File: src/rtl/pcs_descrambler.sv
`default_nettype none
//==============================================================================
// Module      : pcs_descrambler
// Description : 10GBASE-R receive self-synchronizing descrambler, G(x) = 1 + x^39 + x^58
// Revision    : 1.0 - initial release
//==============================================================================
module pcs_descrambler #(
   parameter int PCS_DATA_WIDTH = 64
) (
   input  logic                      clk,
   input  logic                      rst,
   input  logic [PCS_DATA_WIDTH-1:0] in_data,
   input  logic                      in_data_valid,
   output logic [PCS_DATA_WIDTH-1:0] out_data,
   output logic                      out_data_valid
);

   localparam int c_STATE_WIDTH = 58;
   localparam int c_TAP         = 39;
   localparam int c_MID_OFFSET  = c_STATE_WIDTH - c_TAP;
   localparam int c_X_WIDTH     = PCS_DATA_WIDTH + c_STATE_WIDTH;

   if (PCS_DATA_WIDTH != 64) begin : g_width_check
      $error("pcs_descrambler: PCS_DATA_WIDTH must be 64");
   end

   logic [c_STATE_WIDTH-1:0]  r_state;
   logic [PCS_DATA_WIDTH-1:0] r_out_data;
   logic                      r_out_data_valid;
   logic [c_X_WIDTH-1:0]      w_x;
   logic [PCS_DATA_WIDTH-1:0] w_descrambled;

   // History sits below the new word so bit i sees r(n), r(n-39), r(n-58) at fixed offsets.
   assign w_x = {in_data, r_state};

   for (genvar i = 0; i < PCS_DATA_WIDTH; i++) begin : g_bit
      assign w_descrambled[i] = w_x[i+c_STATE_WIDTH] ^ w_x[i+c_MID_OFFSET] ^ w_x[i];
   end

   always_ff @(posedge clk) begin
      if (rst) begin
         r_state          <= '0;
         r_out_data       <= '0;
         r_out_data_valid <= 1'b0;
      end else begin
         r_out_data_valid <= in_data_valid;
         if (in_data_valid) begin
            // Keep the received (scrambled) bits so the descrambler resynchronizes on its own.
            r_state    <= in_data[PCS_DATA_WIDTH-1 -: c_STATE_WIDTH];
            r_out_data <= w_descrambled;
         end
      end
   end

   assign out_data       = r_out_data;
   assign out_data_valid = r_out_data_valid;

endmodule
`default_nettype wire

File: config.mk
export PLATFORM = sky130hd
export DESIGN_NAME = pcs_descrambler
export DESIGN_NICKNAME = d
export VERILOG_FILES = /design/src/rtl/pcs_descrambler.sv
export SDC_FILE = /design/constraint.sdc
export NUM_CORES = 1
export LEC_CHECK = 0
export ABC_CLOCK_PERIOD_IN_PS = 3500
export CORE_ASPECT_RATIO = 0.8
export CORE_MARGIN = 4
export CORE_UTILIZATION = 35
export CTS_BUF_LIST = sky130_fd_sc_hd__clkbuf_8
export DETAILED_ROUTE_END_ITERATION = 8
export HOLD_SLACK_MARGIN = 0.06
export PLACE_DENSITY = 0.55
export SYNTH_ARGS = -nofsm -noshare
export SYNTH_HDL_FRONTEND = slang
export SYNTH_SLANG_ARGS = --single-unit
File: constraint.sdc
create_clock -name clk -period 3.5 [get_ports clk]
set_clock_uncertainty 0.1 [all_clocks]
set_input_delay 0.875 -clock clk [delete_from_list [all_inputs] [get_ports clk]]
set_output_delay 0.875 -clock clk [all_outputs]
set_load 0.01 [all_outputs]
# Word level (Yosys, flattened, before mapping)
# Cells that the tools add are included.
[op_classes] bitwise_logic=128
[ops] cell="XOR 1 bit" n=128
[word_totals] reg_bits=123 inputBits=67 word_cells=131

# Logic depth before layout (Yosys ltp)
[depth] ltp_word=2 depth_mapped=5 ltp_nobuf=3

# Worst setup path after synthesis
# OpenSTA, ideal clock, no wires.
[synth_timing] path_kind="in2reg" from="input port in_data_valid" to="register r_state[10]" arrival_ps=1511 required_ps=3272 path_slack_ps=1761 stages=5 n_path_buf=3 cell_sequence="buf_4 buf_6 buf_6 mux2i_1 nor2_1"
[synth_lines] item="start: declaration" line="13" rtl="input logic in_data_valid,"
[synth_lines] item="end signal: assignment" line="49" rtl="r_state <= in_data[PCS_DATA_WIDTH-1 -: c_STATE_WIDTH];"
[synth_lines] item="end: declaration" line="27" rtl="logic [c_STATE_WIDTH-1:0] r_state;"

# Final worst setup path
[layout_timing] from="register r_out_data[59], in the netlist out_data[59]" to="output port out_data[59]"
[layout_lines] item="start: declaration" line="28" rtl="logic [PCS_DATA_WIDTH-1:0] r_out_data;"
[layout_lines] item="start signal: assignment" line="50" rtl="r_out_data <= w_descrambled;"
[layout_lines] item="end: declaration" line="14" rtl="output logic [PCS_DATA_WIDTH-1:0] out_data,"
# No word-level cell between the ends.

==> impl_metrics.ini <==
[status]
status = completed

[critical_path]
slowest_stage = clkdlybuf4s50_1
end_kind = primary output
start_kind = flip-flop
r2r_cells = 3
max_stage_delay_ns = 0.59
crit_type = reg -> out
critical-path-top-delay-family = buffers and inverters
critical_path.cell_chain = clkdlybuf4s50_1
crit_arrival_ns = 1.44
critPathBufInv = 1
path_max_fanout = 2
path_depth = 1
crit_required_ns = 2.52

[route]
dr.pass1.iters = 6
drtIter0Drc = 213
ant_nets = 0
wirelength_um = 14400
met2_length_um = 5490
vias = 3995
drc_errors = 0
wirelength_met1_um = 7760
routed_via_density = 4.64
dr_wl_met3_um = 961
highest_layer = met4
wl_per_cell_um = 16.7

[clock_tree]
cts.clk_slew.worst_paths_ns = 0.07
numCtsBuffers = 17
insertion_delay_ns = 0.44
cts-root-buf = clkbuf_8
cts_hold_buf = 0
cts_resized = 0
cts_max_level = 4
cts_setup_buffers = 0
cts_tree = yes
cts_max_path_buffers = 2
cts.sinks = 123

[pwr]
power.share.switching_pct = 26.6
power.switching_mw = 0.918
seqPwrFrac_pct = 46.1
pwr-share-clk_pct = 33.5
comb_power_share_pct = 20.4
leakagePower_nw = 3.30
ir_worst_vdd_uv = 232
power.internal_mw = 2.54
power_density_nw_per_um2 = 451

[hold_path]
hold_class = reg -> reg
holdPathStages = 2

[yosys]
synth-edff-count = 0
synth_common_cells = dfxtp_1, mux2i_1, nor2_1
ys_seq_area_share_pct = 42.1
syn_area_per_cell_sq_um = 11.5
yosysMostFrequentCell = dfxtp_1
synth_cell_types = 17
yosys_warnings = 0
ys_ff_latch = 123
yosys.area.top_type = dfxtp_1
synth.top_cell.area_share_pct = 42.1
async_flop_share_pct = 0
syn_inst = 508
synth_nets = 575
synth.area.top_cells = dfxtp_1, mux2i_1, xor3_1
syn_area_sq_um = 5850
synth_ff_type = dfxtp_1

[global_routing]
grt.overflow.total = 0
grt_use_total_pct = 15.3
grt_max_degree = 94
grt_first_pass_wirelength_um = 22100
grt_antenna_before_repair = 0
grt_pass1_vias = 3953

[die]
core_area_sq_um = 16100
die_height_um = 124
chipWidth_um = 153
rows = 41
floorplan.initialDensity_pct = 36.4
io_pins = 132
die_area_sq_um = 18900

[placed_design]
placed_area_sq_um = 7300
gp_congestion = 0.763
numPortBuffers = 131
place_hpwl_um = 10600

[layout]
utilization_pct = 47.7
layout.nets = 700
stdcell_area_sq_um = 7660
layout-drive-gt1-share_pct = 6.81
n_antenna_cell = 0
n_fill_cell = 1498
syn_to_final_growth_pct = 30.9

[sta]
period_needed_ns = 2.42
fin_crit_sh_pct = 69.0
final_max_slew_viol_count = 0
maxSlewHeadroom_pct = 36.4
rsz0062_at_grt = no
finalHoldViolations = 0
worstMarginPinSlew_ns = 0.954
setup_tns_ns = 0
max_freq_ghz = 0.414
finalSetupViolCount = 0

[job]
maxCapViolations = 0
## power groups by stage
stage / clock, mW / sequential (mW) / combinational (mW)
detailed placement: 0 / 1.62 / 0.710
global placement: 0 / 1.62 / 0.705
finish: 1.16 / 1.59 / 0.705
global route: 1.26 / 1.61 / 0.761
CTS: 1.20 / 1.59 / 0.713
floorplan: 0 / 1.64 / 0.380
## placed cells by master, fill, tap and decap left out
master	synthesis	final
buf_4	8	6
nand3b_1	11	11
clkinv_2	0	8
nor2_1	100	100
clkdlybuf4s50_1	0	129
nor3b_1	5	5
mux2i_1	100	100
xor3_1	42	42
o221ai_1	22	22
nor3b_2	6	6
dfxtp_1	123	123
nor2b_1	1	1
inv_1	0	3
buf_6	6	1
nand2b_1	22	22
clkbuf_8	0	20
buf_12	0	2
nand2_1	22	22
xor2_1	22	22
bufinv_16	0	1
## per-stage QoR
step                instances  worst slack (ns)  hold slack, ns  total power [mW]
floorplan                 508              1.76           0.362              2.02
global placement          829              1.14           0.375              2.33
detailed placement        829              1.13           0.385              2.33
CTS                       861              1.02           0.404              3.51
global route              861             0.993           0.434              3.63
finish                    861              1.08           0.395              3.46
## worst paths after layout
check               start      endpoint  slack [ns]
max reg2reg    r_state[1]   out_data[1]        2.26
max          out_data[59]  out_data[59]        1.08
min reg2reg  out_data[23]  out_data[23]        0.39
min          out_data[23]  out_data[23]        0.39
## cells by family after synthesis
family	Yosys count	share of synthesized area, %
buffers and inverters	32	3.55
xor gates and xnor gates	64	20.4
muxes	100	17.1
and+or+nand+nor	167	13.6
AOI/OAI and AO/OA	22	3.29
DFF	123	42.1
## worst register-to-register path: cells and delay by family, from the launching register on
family        cells  cell delay, ns
xor+xnor          1            0.47
mux               1            0.15
simple gates      1            0.05
flops             1            0.38
## state kept, by name, indices dropped and copies added, names as in the netlist
| register | cells |
|---|---|
| out_data | 64 |
| r_state | 58 |
| out_data_valid | 1 |
## routing by layer
metal / up-vias / global-route usage [%]
met5: - / 0
li1: 2019 / -
met2: 110 / 20.1
met1: 1849 / 22.5
met4: 0 / 5.79
met3: 17 / 5.84
## final cells by class
cell class | count | area (sq um) | share of cell area [%]
clock buffers | 20 | 275 | 3.59
multi-input cells | 353 | 3180 | 41.6
flip-flops and latches | 123 | 2460 | 32.2
clock inverters | 12 | 81.3 | 1.06
repair buffers | 138 | 1390 | 18.1
well taps | 215 | 269 | 3.51
No activity file was read; power rests on OpenSTA's default activity.
